$ cat src/rtl/sa_pkg.sv
`default_nettype none
// ============================================================================
// sa_pkg : shared widths, step bounds and state encoding for sa_seq_ctrl
// rev 1.0
// ============================================================================
package sa_pkg;

  localparam int SIZE     = 10;
  localparam int N        = 4;
  localparam int FEED_LEN = 3*N - 2;
  localparam int STEP_W   = 4;
  localparam int LANE_W   = N*SIZE;
  localparam int RES_W    = 2*SIZE;

  localparam logic [STEP_W-1:0] LAST_STEP = STEP_W'(FEED_LEN - 1);

  typedef enum logic [1:0] {
    IDLE  = 2'd0,
    CLEAR = 2'd1,
    FEED  = 2'd2
  } state_t;

endpackage
`default_nettype wire

$ cat src/rtl/sa_seq_ctrl_if.sv
`default_nettype none
// ============================================================================
// sa_seq_ctrl_if : operand write port, control handshake and array edge drive
// rev 1.0
// ============================================================================
interface sa_seq_ctrl_if;
  import sa_pkg::*;

  logic              wr_en;
  logic              wr_sel;
  logic [1:0]        wr_row;
  logic [1:0]        wr_col;
  logic [SIZE-1:0]   wr_data;
  logic              start;
  logic              abort;
  logic              busy;
  logic              done;
  logic              res_valid;
  logic              sa_clr;
  logic [LANE_W-1:0] sa_a;
  logic [LANE_W-1:0] sa_b;

  modport master (
    output wr_en, wr_sel, wr_row, wr_col, wr_data, start, abort,
    input  busy, done, res_valid, sa_clr, sa_a, sa_b
  );

  modport slave (
    input  wr_en, wr_sel, wr_row, wr_col, wr_data, start, abort,
    output busy, done, res_valid, sa_clr, sa_a, sa_b
  );

endinterface
`default_nettype wire

$ cat src/rtl/sa_mat_buf.sv
`default_nettype none
// ============================================================================
// sa_mat_buf : 4x4 operand register file, one write port, four skewed reads
// rev 1.0
// ============================================================================
module sa_mat_buf
  import sa_pkg::*;
#(
  parameter bit TRANSPOSE = 1'b0
) (
  input  logic              clk,
  input  logic              reset,
  input  logic              wr_en,
  input  logic [1:0]        wr_row,
  input  logic [1:0]        wr_col,
  input  logic [SIZE-1:0]   wr_data,
  input  logic [STEP_W-1:0] step,
  output logic [LANE_W-1:0] lanes
);

  logic [N-1:0][N-1:0][SIZE-1:0] r_mem;

  always_ff @(posedge clk or posedge reset) begin
    if (reset) begin
      r_mem <= '0;
    end else if (wr_en) begin
      r_mem[wr_row][wr_col] <= wr_data;
    end
  end

  // Lane l carries element index k = step - l; outside 0..N-1 the lane idles at zero.
  for (genvar l = 0; l < N; l++) begin : g_lane
    logic [STEP_W-1:0] w_k;
    logic [1:0]        w_ki;
    logic              w_in_win;

    assign w_k      = step - STEP_W'(l);
    assign w_ki     = w_k[1:0];
    assign w_in_win = (step >= STEP_W'(l)) && (w_k < STEP_W'(N));

    if (TRANSPOSE) begin : g_col
      assign lanes[l*SIZE +: SIZE] = w_in_win ? r_mem[w_ki][l] : '0;
    end else begin : g_row
      assign lanes[l*SIZE +: SIZE] = w_in_win ? r_mem[l][w_ki] : '0;
    end
  end

endmodule
`default_nettype wire

$ cat src/rtl/sa_seq_ctrl.sv
`default_nettype none
// ============================================================================
// sa_seq_ctrl : loads A/B, clears the systolic array and feeds skewed operands
// rev 1.0
// ============================================================================
module sa_seq_ctrl
  import sa_pkg::*;
(
  input  logic         clk,
  input  logic         reset,
  sa_seq_ctrl_if.slave bus
);

  state_t            r_state, w_state_nx;
  logic [STEP_W-1:0] r_step, w_step_nx;
  logic              r_busy, r_done, r_res_valid, r_sa_clr;
  logic              w_busy_nx, w_done_nx, w_res_valid_nx, w_sa_clr_nx, w_feed_nx;
  logic [LANE_W-1:0] r_sa_a, r_sa_b, w_a_lanes, w_b_lanes;
  logic              w_wr_ok;

  assign w_wr_ok = bus.wr_en && (r_state == IDLE);

  // Buffers are read with the next step so the lane registers load in step.
  sa_mat_buf #(.TRANSPOSE(1'b0)) u_buf_a (
    .clk     (clk),
    .reset   (reset),
    .wr_en   (w_wr_ok && !bus.wr_sel),
    .wr_row  (bus.wr_row),
    .wr_col  (bus.wr_col),
    .wr_data (bus.wr_data),
    .step    (w_step_nx),
    .lanes   (w_a_lanes)
  );

  sa_mat_buf #(.TRANSPOSE(1'b1)) u_buf_b (
    .clk     (clk),
    .reset   (reset),
    .wr_en   (w_wr_ok && bus.wr_sel),
    .wr_row  (bus.wr_row),
    .wr_col  (bus.wr_col),
    .wr_data (bus.wr_data),
    .step    (w_step_nx),
    .lanes   (w_b_lanes)
  );

  always_comb begin
    w_state_nx     = r_state;
    w_step_nx      = '0;
    w_busy_nx      = 1'b0;
    w_done_nx      = 1'b0;
    w_sa_clr_nx    = 1'b0;
    w_feed_nx      = 1'b0;
    w_res_valid_nx = r_res_valid;
    case (r_state)
      IDLE: begin
        if (w_wr_ok) w_res_valid_nx = 1'b0;
        if (bus.start) begin
          w_state_nx     = CLEAR;
          w_sa_clr_nx    = 1'b1;
          w_busy_nx      = 1'b1;
          w_res_valid_nx = 1'b0;
        end
      end
      CLEAR: begin
        if (bus.abort) begin
          w_state_nx = IDLE;
        end else begin
          w_state_nx = FEED;
          w_busy_nx  = 1'b1;
          w_feed_nx  = 1'b1;
        end
      end
      FEED: begin
        if (bus.abort) begin
          w_state_nx = IDLE;
        end else if (r_step == LAST_STEP) begin
          w_state_nx     = IDLE;
          w_done_nx      = 1'b1;
          w_res_valid_nx = 1'b1;
        end else begin
          w_step_nx = r_step + STEP_W'(1);
          w_busy_nx = 1'b1;
          w_feed_nx = 1'b1;
        end
      end
      default: w_state_nx = IDLE;
    endcase
  end

  always_ff @(posedge clk or posedge reset) begin
    if (reset) begin
      r_state     <= IDLE;
      r_step      <= '0;
      r_busy      <= 1'b0;
      r_done      <= 1'b0;
      r_res_valid <= 1'b0;
      r_sa_clr    <= 1'b0;
      r_sa_a      <= '0;
      r_sa_b      <= '0;
    end else begin
      r_state     <= w_state_nx;
      r_step      <= w_step_nx;
      r_busy      <= w_busy_nx;
      r_done      <= w_done_nx;
      r_res_valid <= w_res_valid_nx;
      r_sa_clr    <= w_sa_clr_nx;
      r_sa_a      <= w_feed_nx ? w_a_lanes : '0;
      r_sa_b      <= w_feed_nx ? w_b_lanes : '0;
    end
  end

  assign bus.busy      = r_busy;
  assign bus.done      = r_done;
  assign bus.res_valid = r_res_valid;
  assign bus.sa_clr    = r_sa_clr;
  assign bus.sa_a      = r_sa_a;
  assign bus.sa_b      = r_sa_b;

endmodule
`default_nettype wire

$ cat src/flat_wrapper.sv
// flat-port wrapper written by rule: the top's interface ports become plain ports
module sa_seq_ctrl_flat import sa_pkg::*;
  (clk, reset, bus_wr_en, bus_wr_sel, bus_wr_row, bus_wr_col, bus_wr_data, bus_start, bus_abort, bus_busy, bus_done, bus_res_valid, bus_sa_clr, bus_sa_a, bus_sa_b);
  sa_seq_ctrl_if bus_i ();
  input  logic clk;
  input  logic reset;
  input wire logic [$bits(bus_i.wr_en)-1:0] bus_wr_en;
  input wire logic [$bits(bus_i.wr_sel)-1:0] bus_wr_sel;
  input wire logic [$bits(bus_i.wr_row)-1:0] bus_wr_row;
  input wire logic [$bits(bus_i.wr_col)-1:0] bus_wr_col;
  input wire logic [$bits(bus_i.wr_data)-1:0] bus_wr_data;
  input wire logic [$bits(bus_i.start)-1:0] bus_start;
  input wire logic [$bits(bus_i.abort)-1:0] bus_abort;
  output wire logic [$bits(bus_i.busy)-1:0] bus_busy;
  output wire logic [$bits(bus_i.done)-1:0] bus_done;
  output wire logic [$bits(bus_i.res_valid)-1:0] bus_res_valid;
  output wire logic [$bits(bus_i.sa_clr)-1:0] bus_sa_clr;
  output wire logic [$bits(bus_i.sa_a)-1:0] bus_sa_a;
  output wire logic [$bits(bus_i.sa_b)-1:0] bus_sa_b;
  assign bus_i.wr_en = bus_wr_en;
  assign bus_i.wr_sel = bus_wr_sel;
  assign bus_i.wr_row = bus_wr_row;
  assign bus_i.wr_col = bus_wr_col;
  assign bus_i.wr_data = bus_wr_data;
  assign bus_i.start = bus_start;
  assign bus_i.abort = bus_abort;
  assign bus_busy = bus_i.busy;
  assign bus_done = bus_i.done;
  assign bus_res_valid = bus_i.res_valid;
  assign bus_sa_clr = bus_i.sa_clr;
  assign bus_sa_a = bus_i.sa_a;
  assign bus_sa_b = bus_i.sa_b;
  sa_seq_ctrl u_core (.clk(clk), .reset(reset), .bus(bus_i));
endmodule
$ cat config.mk
export PLATFORM = sky130hd
export DESIGN_NAME = sa_seq_ctrl_flat
export DESIGN_NICKNAME = d
export VERILOG_FILES = /design/src/rtl/sa_pkg.sv /design/src/rtl/sa_seq_ctrl_if.sv /design/src/rtl/sa_mat_buf.sv /design/src/rtl/sa_seq_ctrl.sv /design/src/flat_wrapper.sv
export SDC_FILE = /design/constraint.sdc
export NUM_CORES = 1
export LEC_CHECK = 0
export CAP_MARGIN = 40
export CORE_MARGIN = 4
export CORE_UTILIZATION = 54
export CTS_CLUSTER_DIAMETER = 150
export DETAILED_ROUTE_END_ITERATION = 16
export PLACE_DENSITY = 0.76
export SLEW_MARGIN = 5
export SYNTH_ARGS = -nofsm -noshare
export SYNTH_HDL_FRONTEND = slang
export SYNTH_SLANG_ARGS = --single-unit
$ cat constraint.sdc
create_clock -name clk -period 15.3 [get_ports clk]
set_input_delay 3.06 -clock clk [delete_from_list [all_inputs] [get_ports clk]]
set_output_delay 3.06 -clock clk [all_outputs]
set_load 0.1 [all_outputs]
==> results by group, run 1 <==
Synth
  – Post-synth EDFFs: 0
  – Compound-gate portion of the synthesized area: under 10%
  – Simple-gate portion of the synthesized area: roughly 4.8%
  – Top cells by area, synth: dfrtp_1 58%, mux2_2 22%, mux4_2 3.7%
  – Most frequent cell after synthesis: dfrtp_1
  – Ys Warns: 0
  – Post-Synth XOR/XNOR Area: less than 1%
  – Top cell type's share of synthesized area: ~58%
  – Post-Synth Adder-Cell Area: less than 1%
  – Yosys cell types: 58
  – Synth Area per Inst: ~15 µm²
  – Largest area contributor in the synthesized netlist: dfrtp_1
  – Seq/Total Area, Yosys: 58.1%
  – Synthesized cell area: 0.0177 mm²
  – Seq cells post-synth: 410
  – Combinational family with the most area after synthesis: multiplexers
  – Top_reg_cell synth: dfrtp_1
  – Mux cell area share after synthesis: 28.3%
  – Syn nets: around 1200
  – Gate Count Post-Synth: roughly 1200
  – Most instantiated cells after synthesis: 410 x dfrtp_1, 339 x mux2_2, 48 x o22ai_1, 45 x clkbuf_1, 40 x nor2_1
  – Ys async rst share: 100%

Timing
  – Slew @ Worst Pin: 0.889 ns
  – Max-slew headroom: between 40 and 50%
  – Unrepaired setup endpoints after global routing: false
  – Min cycle time layout: approximately 6.0 ns
  – Hold Fails Final Rpt: 0
  – Final Cycle Share: 39.4%
  – Post-Route Skew: 0.0131 ns
  – Setup_tns: 0 ns
  – Max frequency: about 170 MHz
  – Final Max Tran Viols: 0
  – Final setup fails: 0

Clocking
  – Clock transition at the registers of the reported paths: 0.06 ns
  – CTS tree: done
  – Total CTS buffers: 43
  – Maximum buffer depth of the clock tree: 3
  – Clk_lat worst skew: 0.53 ns
  – CTS root buf: clkbuf_16
  – Post-CTS Setup Repair Bufs: 0
  – # hold bufs at CTS: 0
  – CTS sink cnt: 410
  – H-tree depth: 2
  – Number of gates resized after CTS: 0

Setup path
  – Worst setup SP type: input pin
  – Worst setup EP type: flip-flop
  – CP Data Arrival Time: between 6 and 7 ns
  – Worst path slowest cell: inv_6
  – Worst R2R Setup Slack: between 10 and 15 ns
  – Crit Path Class: input pin to flip-flop
  – Most common cell on crit path: buf_4
  – CP Max Fanout: 63
  – Critical Path Source: bus_abort
  – R2R cell count: 11
  – CP endpoint: u_core.bus.sa_a[33]$_DFF_PP0_
  – Req. time, crit path: between 15 and 20 ns
  – RR Endpoint: u_core.bus.sa_a[33]$_DFF_PP0_
  – Crit-path cells: clkdlybuf4s50_1, nor2b_4, buf_4, nand2_4, inv_6, ha_1, buf_4, mux4_2, nand3_1, a21oi_1
  – Reg-to-Reg Start: u_core.r_state[0]$_DFFE_PP0P_
  – Max incr delay on CP: approximately 0.63 ns

Floorplanning
  – Die H: about 190 µm
  – Initial Util: between 50% and 60%
  – Die W: 189 µm
  – Area of the die: ~0.036 mm²
  – Row cnt: 65
  – Top Ports: ~100
  – Core area: around 0.032 mm²

Global routing
  – Largest net degree at the start of global routing: 112
  – Gr usage total: between 20% and 30%
  – Gr ovfl total: 0
  – Global-route wire length before repair: ~67000 µm
  – Vias in the first global route: 11700
  – Initial antenna violation count: 0

Detailed routing
  – Iter 0 DRT Violations: roughly 730
  – Vias post-DR: approximately 11000
  – First-pass detailed-route iteration total: 5
  – DRC Markers: 0
  – Vias/cell: just under 6
  – WL per Instance: roughly 22 µm
  – Remaining antenna violation count after routing: 0
  – Total wire length: 41200 µm

Power and ir drop
  – Final Total Pwr: ~3.3 mW
  – Leakage: between 9 and 10 nW
  – Sw Share: 27.8%
  – Part of the power in the clock network: a little under a third
  – Combinational power share: a little under a quarter
  – NetSw: 0.922 mW
  – Peak supply drop: around 0.11 mV
  – Internal power: about 2.4 mW
  – Seq pwr share: 45.8%
  – Pwr Density: between 150 and 200 mW/mm²

Final layout
  – Diode count: 0
  – Area Overhead vs Synth: 24.3%
  – Layout cell share with drive strength beyond 1: 41.6%
  – Layout Nets: ~1400
  – Filler Cells Inserted: around 2200

Outcome
  – Status: complete, no violations

Placed design
  – Routability cong.: 0.812
  – Final HPWL DP: 25000 µm
  – Number of port buffers: 103

Run
  – MaxCap Viol Count: 0

Min path
  – Hold crit path type: flip-flop to flip-flop
-- flip-flops by register name (all words and copies together), names as in the netlist --
name                  cells
u_core.bus.sa_b          40
u_core.bus.busy           1
u_core.r_step             4
u_core.u_buf_b.r_mem    160
u_core.bus.done           1
u_core.bus.sa_clr         1
u_core.bus.res_valid      1
u_core.u_buf_a.r_mem    160
u_core.r_state            2
u_core.bus.sa_a          40
-- worst min-delay path by stage --
| stage | startpoint | slack (ns) | cells after the start | to |
|---|---|---|---|---|
| 2_1_floorplan | u_core.u_buf_a.r_mem[11]$_DFFE_PP0P_ | 0.46 | 1 | u_core.u_buf_a.r_mem[11]$_DFFE_PP0P_ |
| 6_report | u_core.u_buf_b.r_mem[32]$_DFFE_PP0P_ | 0.50 | 1 | u_core.u_buf_b.r_mem[32]$_DFFE_PP0P_ |
| 3_5_place_dp | u_core.u_buf_a.r_mem[60]$_DFFE_PP0P_ | 0.49 | 1 | u_core.u_buf_a.r_mem[60]$_DFFE_PP0P_ |
| 3_3_place_gp | u_core.u_buf_a.r_mem[11]$_DFFE_PP0P_ | 0.48 | 1 | u_core.u_buf_a.r_mem[11]$_DFFE_PP0P_ |
| 4_1_cts | u_core.u_buf_b.r_mem[91]$_DFFE_PP0P_ | 0.50 | 1 | u_core.u_buf_b.r_mem[91]$_DFFE_PP0P_ |
| 5_1_grt | u_core.u_buf_b.r_mem[29]$_DFFE_PP0P_ | 0.51 | 1 | u_core.u_buf_b.r_mem[29]$_DFFE_PP0P_ |
-- cell families (layout without fill, tap and decap cells) --
kind of cell	after synthesis	count (layout)
AO/OA/AOI/OAI	139	139
XOR/XNOR	3	3
adder cells (fa/ha/maj)	9	9
buffers and inverters	93	306
flip-flops	410	410
multiplexers	402	402
AND/OR/NAND/NOR	158	158
-- stage by stage --
| step | instances | cell area (µm²) | worst slack [ns] | hold WS [ns] | util, % |
|---|---|---|---|---|---|
| after floorplan | 1214 | 17700 | 0.832 | 0.464 | - |
| after global placement | 1696 | 19000 | 8.91 | 0.476 | 59.7 |
| after detailed placement | 1787 | 20600 | 8.76 | 0.488 | 64.5 |
| after CTS | 1862 | 21900 | 9.29 | 0.502 | 68.8 |
| after global routing | 1862 | 21900 | 9.10 | 0.511 | 68.8 |
| final | 1862 | 21900 | 9.27 | 0.499 | 68.8 |
-- area by class of cell --
| class | count | area (µm²) | area share, % |
|---|---|---|---|
| Clock buffer | 64 | 1300 | 5.91 |
| Clock inverter | 11 | 82.6 | 0.376 |
| Inverter | 11 | 53.8 | 0.245 |
| Multi-Input combinational cell | 711 | 6960 | 31.7 |
| Sequential cell | 410 | 10300 | 46.7 |
| Tap cell | 435 | 544 | 2.48 |
| Timing Repair Buffer | 220 | 2750 | 12.5 |
-- power by group through the flow --
stage	clock [mW]	sequential, mW	combinational (mW)
3_3_place_gp	0	1.51	0.721
4_1_cts	1.03	1.52	0.789
5_1_grt	1.08	1.55	0.850
2_1_floorplan	0	1.55	0.552
3_5_place_dp	0	1.53	0.785
6_report	1.01	1.52	0.784
-- layer usage --
layer | routed length [µm] | GRT usage (%) | up-vias
met4 | 920 | 6.08 | 0
met1 | 17800 | 32.5 | 5793
met3 | 1960 | 4.04 | 65
met2 | 20500 | 39.2 | 294
li1 | - | - | 4801
met5 | 0 | 0 | -
-- critical path: cells and delay by family --
family	cells	cell delay (ns)
mux	1	0.40
compound gates	1	0.05
fa+ha+maj	1	0.23
buf+inv	4	2.10
simple gates	3	0.45
-- cells in the final DEF, fill, tap and decap left out, types with 27 or more instances in the layout --
cell,Yosys,layout
mux2_2,339,339
clkdlybuf4s50_1,0,103
a211oi_1,28,28
nor2b_1,28,27
clkbuf_16,0,45
dfrtp_1,410,410
nor2_1,40,40
buf_8,0,76
mux4_2,29,29
buf_4,7,27
a21oi_1,28,27
o22ai_1,48,48
Note: power is estimated with default switching activity, not from simulation.
==> inputs of run 2 (changes only) <==
--- a/config.mk
+++ b/config.mk
@@ -7,10 +7,10 @@
 export LEC_CHECK = 0
 export CAP_MARGIN = 40
 export CORE_MARGIN = 4
-export CORE_UTILIZATION = 54
+export CORE_UTILIZATION = 60
 export CTS_CLUSTER_DIAMETER = 150
 export DETAILED_ROUTE_END_ITERATION = 16
-export PLACE_DENSITY = 0.76
+export PLACE_DENSITY = 0.8
 export SLEW_MARGIN = 5
 export SYNTH_ARGS = -nofsm -noshare
 export SYNTH_HDL_FRONTEND = slang
==> constraint.sdc (replaced) <==
create_clock -name clk -period 5.9 [get_ports clk]
set_input_delay 1.18 -clock clk [delete_from_list [all_inputs] [get_ports clk]]
set_output_delay 1.18 -clock clk [all_outputs]
set_load 0.1 [all_outputs]
==> run 2 against run 1 <==
Effect of this change: non-clock buffer count decreased by 1; routed wire length increased by 0.95%; clock skew down 0.0011 ns; sequential power grew to 2.6 times the previous value; final cell count fell by 3.1%; clock-buffer cell count fell by 3; sequential share of layout area grew 0.53 points; largest cell class unchanged; via count rose by 1.8%; flip-flop and latch count unchanged.
==> results by group, run 2 (synthesized netlist as in run 1, its figures left out) <==
Power and ir drop
  – Pwr Density: about 400 mW/mm²
  – Peak supply drop: ~0.22 mV
  – Leakage: between 9 and 10 nW

Setup path
  – Worst setup EP type: flip-flop
  – Worst setup SP type: input pin
  – CP Data Arrival Time: ~4.2 ns
  – Req. time, crit path: 6.28 ns
  – Max incr delay on CP: 0.49 ns
  – Reg-to-Reg Start: u_core.r_step[0]$_DFF_PP0_
  – RR Endpoint: u_core.bus.sa_b[28]$_DFF_PP0_
  – R2R cell count: 10
  – Worst R2R Setup Slack: about 2.3 ns
  – Crit-path cells: clkdlybuf4s50_1, nor2b_4, buf_4, o21ai_1, ha_1, a2111o_1, o311a_1, o211ai_2, buf_6, a211oi_1
  – CP Max Fanout: 24
  – Crit Path Class: input pin to flip-flop
  – Worst path slowest cell: clkdlybuf4s50_1

Clocking
  – CTS root buf: clkbuf_16
  – CTS tree: done
  – # hold bufs at CTS: 0
  – CTS sink cnt: 410
  – Post-CTS Setup Repair Bufs: 0
  – H-tree depth: 2
  – Total CTS buffers: 41
  – Clk_lat worst skew: 0.53 ns
  – Number of gates resized after CTS: 0
  – Clock transition at the registers of the reported paths: 0.06 ns
  – Maximum buffer depth of the clock tree: 3

Detailed routing
  – DRC Markers: 0
  – WL per Instance: ~23 µm
  – First-pass detailed-route iteration total: 5
  – Vias post-DR: 11200
  – Remaining antenna violation count after routing: 0
  – Total wire length: around 42000 µm
  – Iter 0 DRT Violations: about 990
  – Vias/cell: between 6 and 7

Global routing
  – Global-route wire length before repair: around 67000 µm
  – Vias in the first global route: 12100
  – GRT met2 Usage: between 40% and 50%
  – Met1 Track Usage GR: between 30% and 40%
  – Gr ovfl total: 0
  – GR peak layer: met2
  – Met3 Use GR: between 4 and 5%
  – Gr usage total: 25.9%
  – Initial antenna violation count: 0
  – Largest net degree at the start of global routing: 160

Final layout
  – Layout cell share with drive strength beyond 1: 41.3%
  – Commonest non-fill, non-tap cell in the layout: dfrtp_1
  – Layout Nets: 1423
  – Register area: roughly 0.010 mm²
  – Utilization after layout: approximately 75%
  – Post-Layout Cell Count: approximately 1800
  – Filler Cells Inserted: between 1500 and 2000
  – Multi-input gate area: a little under 0.007 mm²
  – Most frequent cells in the layout: 410 x dfrtp_1, 339 x mux2_2, 103 x clkdlybuf4s50_1
  – Area Overhead vs Synth: 22.9%
  – Biggest regs: u_core.u_buf_a.r_mem: 160 flops, u_core.u_buf_b.r_mem: 160 flops

Floorplanning
  – Row cnt: 62
  – Top Ports: 104
  – Die W: 180 µm
  – Core area: ~0.029 mm²
  – Area of the die: ~0.032 mm²
  – Initial Util: around three fifths
  – Die H: between 150 and 200 µm

Timing
  – Hold Fails Final Rpt: 0
  – Min cycle time layout: between 3 and 4 ns
  – Slew @ Worst Pin: roughly 0.93 ns
  – Post-Route Skew: 0.0119 ns
  – Final setup fails: 0
  – Unrepaired setup endpoints after global routing: false
  – Minimum hold slack: 0.496 ns
  – Final Cycle Share: 64.9%
  – Max-slew headroom: a little under two fifths
  – Final Max Tran Viols: 0
  – Max frequency: ~260 MHz
  – Worst setup margin: between 2 and 2.5 ns

Run
  – MaxCap Viol Count: 0

Min path
  – Hold crit path type: flip-flop to flip-flop
  – WHS Path Cells: 1
  – Hold_sp: u_core.u_buf_a.r_mem[11]$_DFFE_PP0P_
  – Hold Crit Endpoint: u_core.u_buf_a.r_mem[11]$_DFFE_PP0P_

Placed design
  – Pre-CTS setup slack: around 1.6 ns
  – Placed cell count: about 1700
  – Routability cong.: between 0.8 and 0.9
  – Number of port buffers: between 100 and 150
  – Final HPWL DP: between 20000 and 25000 µm

Outcome
  – Status: complete, no violations
[run 2: cell types whose count changed in the layout (fill, tap and decap cells not counted), sizes merged]
cell    before  now
clkinv       9    6
bufinv       1    2
diode        0    1
buf        117  116
inv         11   10
clkbuf      64   61
[run 2: worst max-delay path by stage]
stage                   start                       endpoint  slack, ns  depth (start not counted)
finish              bus_abort  u_core.bus.sa_b[21]$_DFF_PP0_       2.07                         10
global route        bus_abort  u_core.bus.sa_b[21]$_DFF_PP0_       1.90                          9
CTS                 bus_abort  u_core.bus.sa_b[21]$_DFF_PP0_       2.10                         10
detailed placement  bus_abort  u_core.bus.sa_b[28]$_DFF_PP0_       1.55                         10
global placement    bus_abort  u_core.bus.sa_b[21]$_DFF_PP0_       1.52                          8
floorplan               reset      u_core.bus.busy$_DFF_PP0_      -0.81                          1
[run 2: layer usage]
layer,up-vias,share of wire [%]
li1,4802,-
met1,5882,41
met2,382,50
met3,85,5.6
met4,0,2.7
met5,-,0
[run 2: final cells by class]
cell class | instances | share of cell area [%]
flip-flops and latches | 410 | 47.3
clock buffers | 61 | 5.63
diodes | 1 | 0.0115
inverters | 11 | 0.231
repair buffers | 219 | 12.2
multi-input cells | 711 | 32.1
clock inverters | 8 | 0.415
well taps | 384 | 2.21
[run 2: metrics by stage]
step	total power, mW	instance area (µm²)	setup TNS [ns]
2_1_floorplan	5.46	17700	-330.31
3_3_place_gp	5.82	19000	0
3_5_place_dp	6.03	20400	0
4_1_cts	8.60	21700	0
5_1_grt	8.96	21700	0
6_report	8.57	21700	0
[run 2: critical path, delay by kind of cell]
kind                     cells  cell delay (ns)
AND/OR/NAND/NOR              1             0.49
buffers and inverters        3             1.13
adder cells (fa/ha/maj)      1             0.28
AO/OA/AOI/OAI                5             1.10
[run 2: where the power goes]
part           internal [mW]  switching (mW)  total [mW]  leakage, nW
Sequential              3.56           0.409        3.97         5.49
Combinational           1.10           0.950        2.05         3.75
Clock                   1.51            1.04        2.55        0.653
Total                   6.17            2.40        8.57         9.90
==> inputs of run 3 (changes only) <==
==> constraint.sdc (replaced) <==
create_clock -name clk -period 3.6 [get_ports clk]
set_input_delay 0.72 -clock clk [delete_from_list [all_inputs] [get_ports clk]]
set_output_delay 0.72 -clock clk [all_outputs]
set_load 0.1 [all_outputs]
==> run 3 against run 2 <==
Effect of this change: routed wire length rose by 1.9%; die area did not move; largest cell class unchanged; setup slack got worse by 1.5 ns; critical path type is now flip-flop to flip-flop; total power rose by 66%; sequential power rose by 64%; design area rose by 1.2%; sequential share of layout area fell by 0.55 points; via count rose by 0.32%.
==> results by group, run 3 (synthesized netlist as in run 1, its figures left out) <==
Detailed routing
  – DRC Markers: 0
  – Remaining antenna violation count after routing: 0
  – Vias/cell: 6.14
  – Total wire length: 42400 µm
  – Vias post-DR: 11200
  – Iter 0 DRT Violations: 849
  – First-pass detailed-route iteration total: 5
  – WL per Instance: between 20 and 25 µm

Clocking
  – Clk_lat worst skew: 0.52 ns
  – Post-CTS Setup Repair Bufs: 0
  – Clock transition at the registers of the reported paths: approximately 0.060 ns
  – CTS tree: done
  – Number of gates resized after CTS: 0
  – # hold bufs at CTS: 0
  – CTS root buf: clkbuf_16
  – Total CTS buffers: 41
  – CTS sink cnt: 410
  – H-tree depth: 2
  – Maximum buffer depth of the clock tree: 3

Timing
  – Final Max Tran Viols: 0
  – Unrepaired setup endpoints after global routing: false
  – Final Cycle Share: between 80% and 90%
  – Final setup fails: 0
  – Min cycle time layout: roughly 3.1 ns
  – Max frequency: roughly 330 MHz
  – Post-Route Skew: between 0.01 and 0.015 ns
  – Setup_tns: 0 ns
  – Slew @ Worst Pin: roughly 0.9 ns
  – Max-slew headroom: around two fifths
  – Hold Fails Final Rpt: 0

Placed design
  – Placed cell count: between 1500 and 2000
  – Number of port buffers: roughly 100
  – Final HPWL DP: 25900 µm
  – Routability cong.: about 0.84

Power and ir drop
  – Peak supply drop: roughly 0.46 mV
  – Leakage: 10.0 nW
  – Pwr Density: roughly 650 mW/mm²

Setup path
  – CP Data Arrival Time: roughly 3.5 ns
  – Worst path slowest cell: dfrtp_1
  – Worst setup SP type: flip-flop
  – Crit-path cells: a21boi_0, o21ai_1, ha_1, nand4b_1, o31ai_1, a311oi_2, o211ai_2, buf_6, a211oi_1
  – Max incr delay on CP: about 0.74 ns
  – Crit Path Class: flip-flop to flip-flop
  – CP Buf/Inv Count: 1
  – Req. time, crit path: 4.03 ns
  – Worst setup EP type: flip-flop
  – CP Max Fanout: 15
  – Crit-path leading delay family: compound AO/OA/AOI/OAI gates

Floorplanning
  – Core area: 0.0289 mm²
  – Row cnt: 62
  – Die W: roughly 180 µm
  – Die H: ~180 µm
  – Top Ports: ~100
  – Area of the die: 0.0322 mm²
  – Initial Util: around three fifths

Global routing
  – Vias in the first global route: about 12000
  – Initial antenna violation count: 0
  – Largest net degree at the start of global routing: 59
  – Gr ovfl total: 0
  – Gr usage total: a little over a quarter
  – Global-route wire length before repair: between 60000 and 70000 µm

Min path
  – Hold crit path type: flip-flop to flip-flop

Final layout
  – Layout Nets: approximately 1400
  – Utilization after layout: between 70% and 80%
  – Post-Layout Cell Count: approximately 1800
  – Most frequent cells in the layout: 410 x dfrtp_1, 339 x mux2_2, 103 x clkdlybuf4s50_1
  – Diode count: 0
  – Layout cell share with drive strength beyond 1: roughly two fifths
  – Commonest non-fill, non-tap cell in the layout: dfrtp_1
  – Area Overhead vs Synth: 24.3%
  – Filler Cells Inserted: 1704
  – Biggest regs: u_core.u_buf_a.r_mem: 160 flops, u_core.u_buf_b.r_mem: 160 flops

Run
  – MaxCap Viol Count: 0

Outcome
  – Status: complete, no violations
[run 3: cell count changes in the layout (fill, tap and decap cells not counted), sizes merged]
cell | previous run | this run
buf | 116 | 132
bufinv | 2 | 4
clkbuf | 61 | 63
clkinv | 6 | 4
clkinvlp | 1 | 2
diode | 1 | 0
[run 3: area by class of cell]
type | count | area (µm²) | share of cell area, %
Clock buffer | 63 | 1230 | 5.60
Clock inverter | 9 | 148 | 0.672
Inverter | 11 | 50.0 | 0.228
Multi-Input combinational cell | 711 | 6960 | 31.7
Sequential cell | 410 | 10300 | 46.7
Tap cell | 384 | 480 | 2.19
Timing Repair Buffer | 235 | 2830 | 12.9
[run 3: power by group]
group / leakage [nW] / switching (mW) / internal (mW)
Combinational: 3.86 / 1.59 / 1.82
Clock: 0.676 / 1.72 / 2.63
Sequential: 5.49 / 0.680 / 5.83
Total: 10.0 / 3.98 / 10.3
[run 3: worst paths after layout]
| path | startpoint | end | slack (ns) | cells after the start |
|---|---|---|---|---|
| max in group asynchronous | reset | u_core.u_buf_a.r_mem[31]$_DFFE_PP0P_ | 2.40 | 4 |
| min in group asynchronous | reset | u_core.u_buf_b.r_mem[17]$_DFFE_PP0P_ | 0.61 | 3 |
| worst max-delay path | u_core.r_step[0]$_DFF_PP0_ | u_core.bus.sa_b[21]$_DFF_PP0_ | 0.54 | 9 |
| worst min-delay path | u_core.u_buf_a.r_mem[135]$_DFFE_PP0P_ | u_core.u_buf_a.r_mem[135]$_DFFE_PP0P_ | 0.50 | 1 |
| worst min register to register | u_core.u_buf_a.r_mem[135]$_DFFE_PP0P_ | u_core.u_buf_a.r_mem[135]$_DFFE_PP0P_ | 0.50 | 1 |
| worst max register to register | u_core.r_step[0]$_DFF_PP0_ | u_core.bus.sa_b[21]$_DFF_PP0_ | 0.54 | 9 |
[run 3: through the flow]
stage | total power [mW] | area (µm²) | setup WS [ns] | hold WS (ns)
floorplan | 8.94 | 17700 | -2.65 | 0.464
global placement | 9.58 | 19200 | 0.278 | 0.475
detailed placement | 9.92 | 20600 | 0.283 | 0.487
CTS | 14.3 | 22000 | 0.620 | 0.501
global route | 14.9 | 22000 | 0.294 | 0.511
finish | 14.3 | 22000 | 0.540 | 0.499
[run 3: layer usage]
layer / vias to the layer above / GRT usage (%) / part of all wire, %
li1: 4842 / - / -
met1: 5897 / 36.2 / 42
met2: 356 / 43.9 / 50
met3: 92 / 3.33 / 4.7
met4: 0 / 8.78 / 3.2
met5: - / 0 / 0
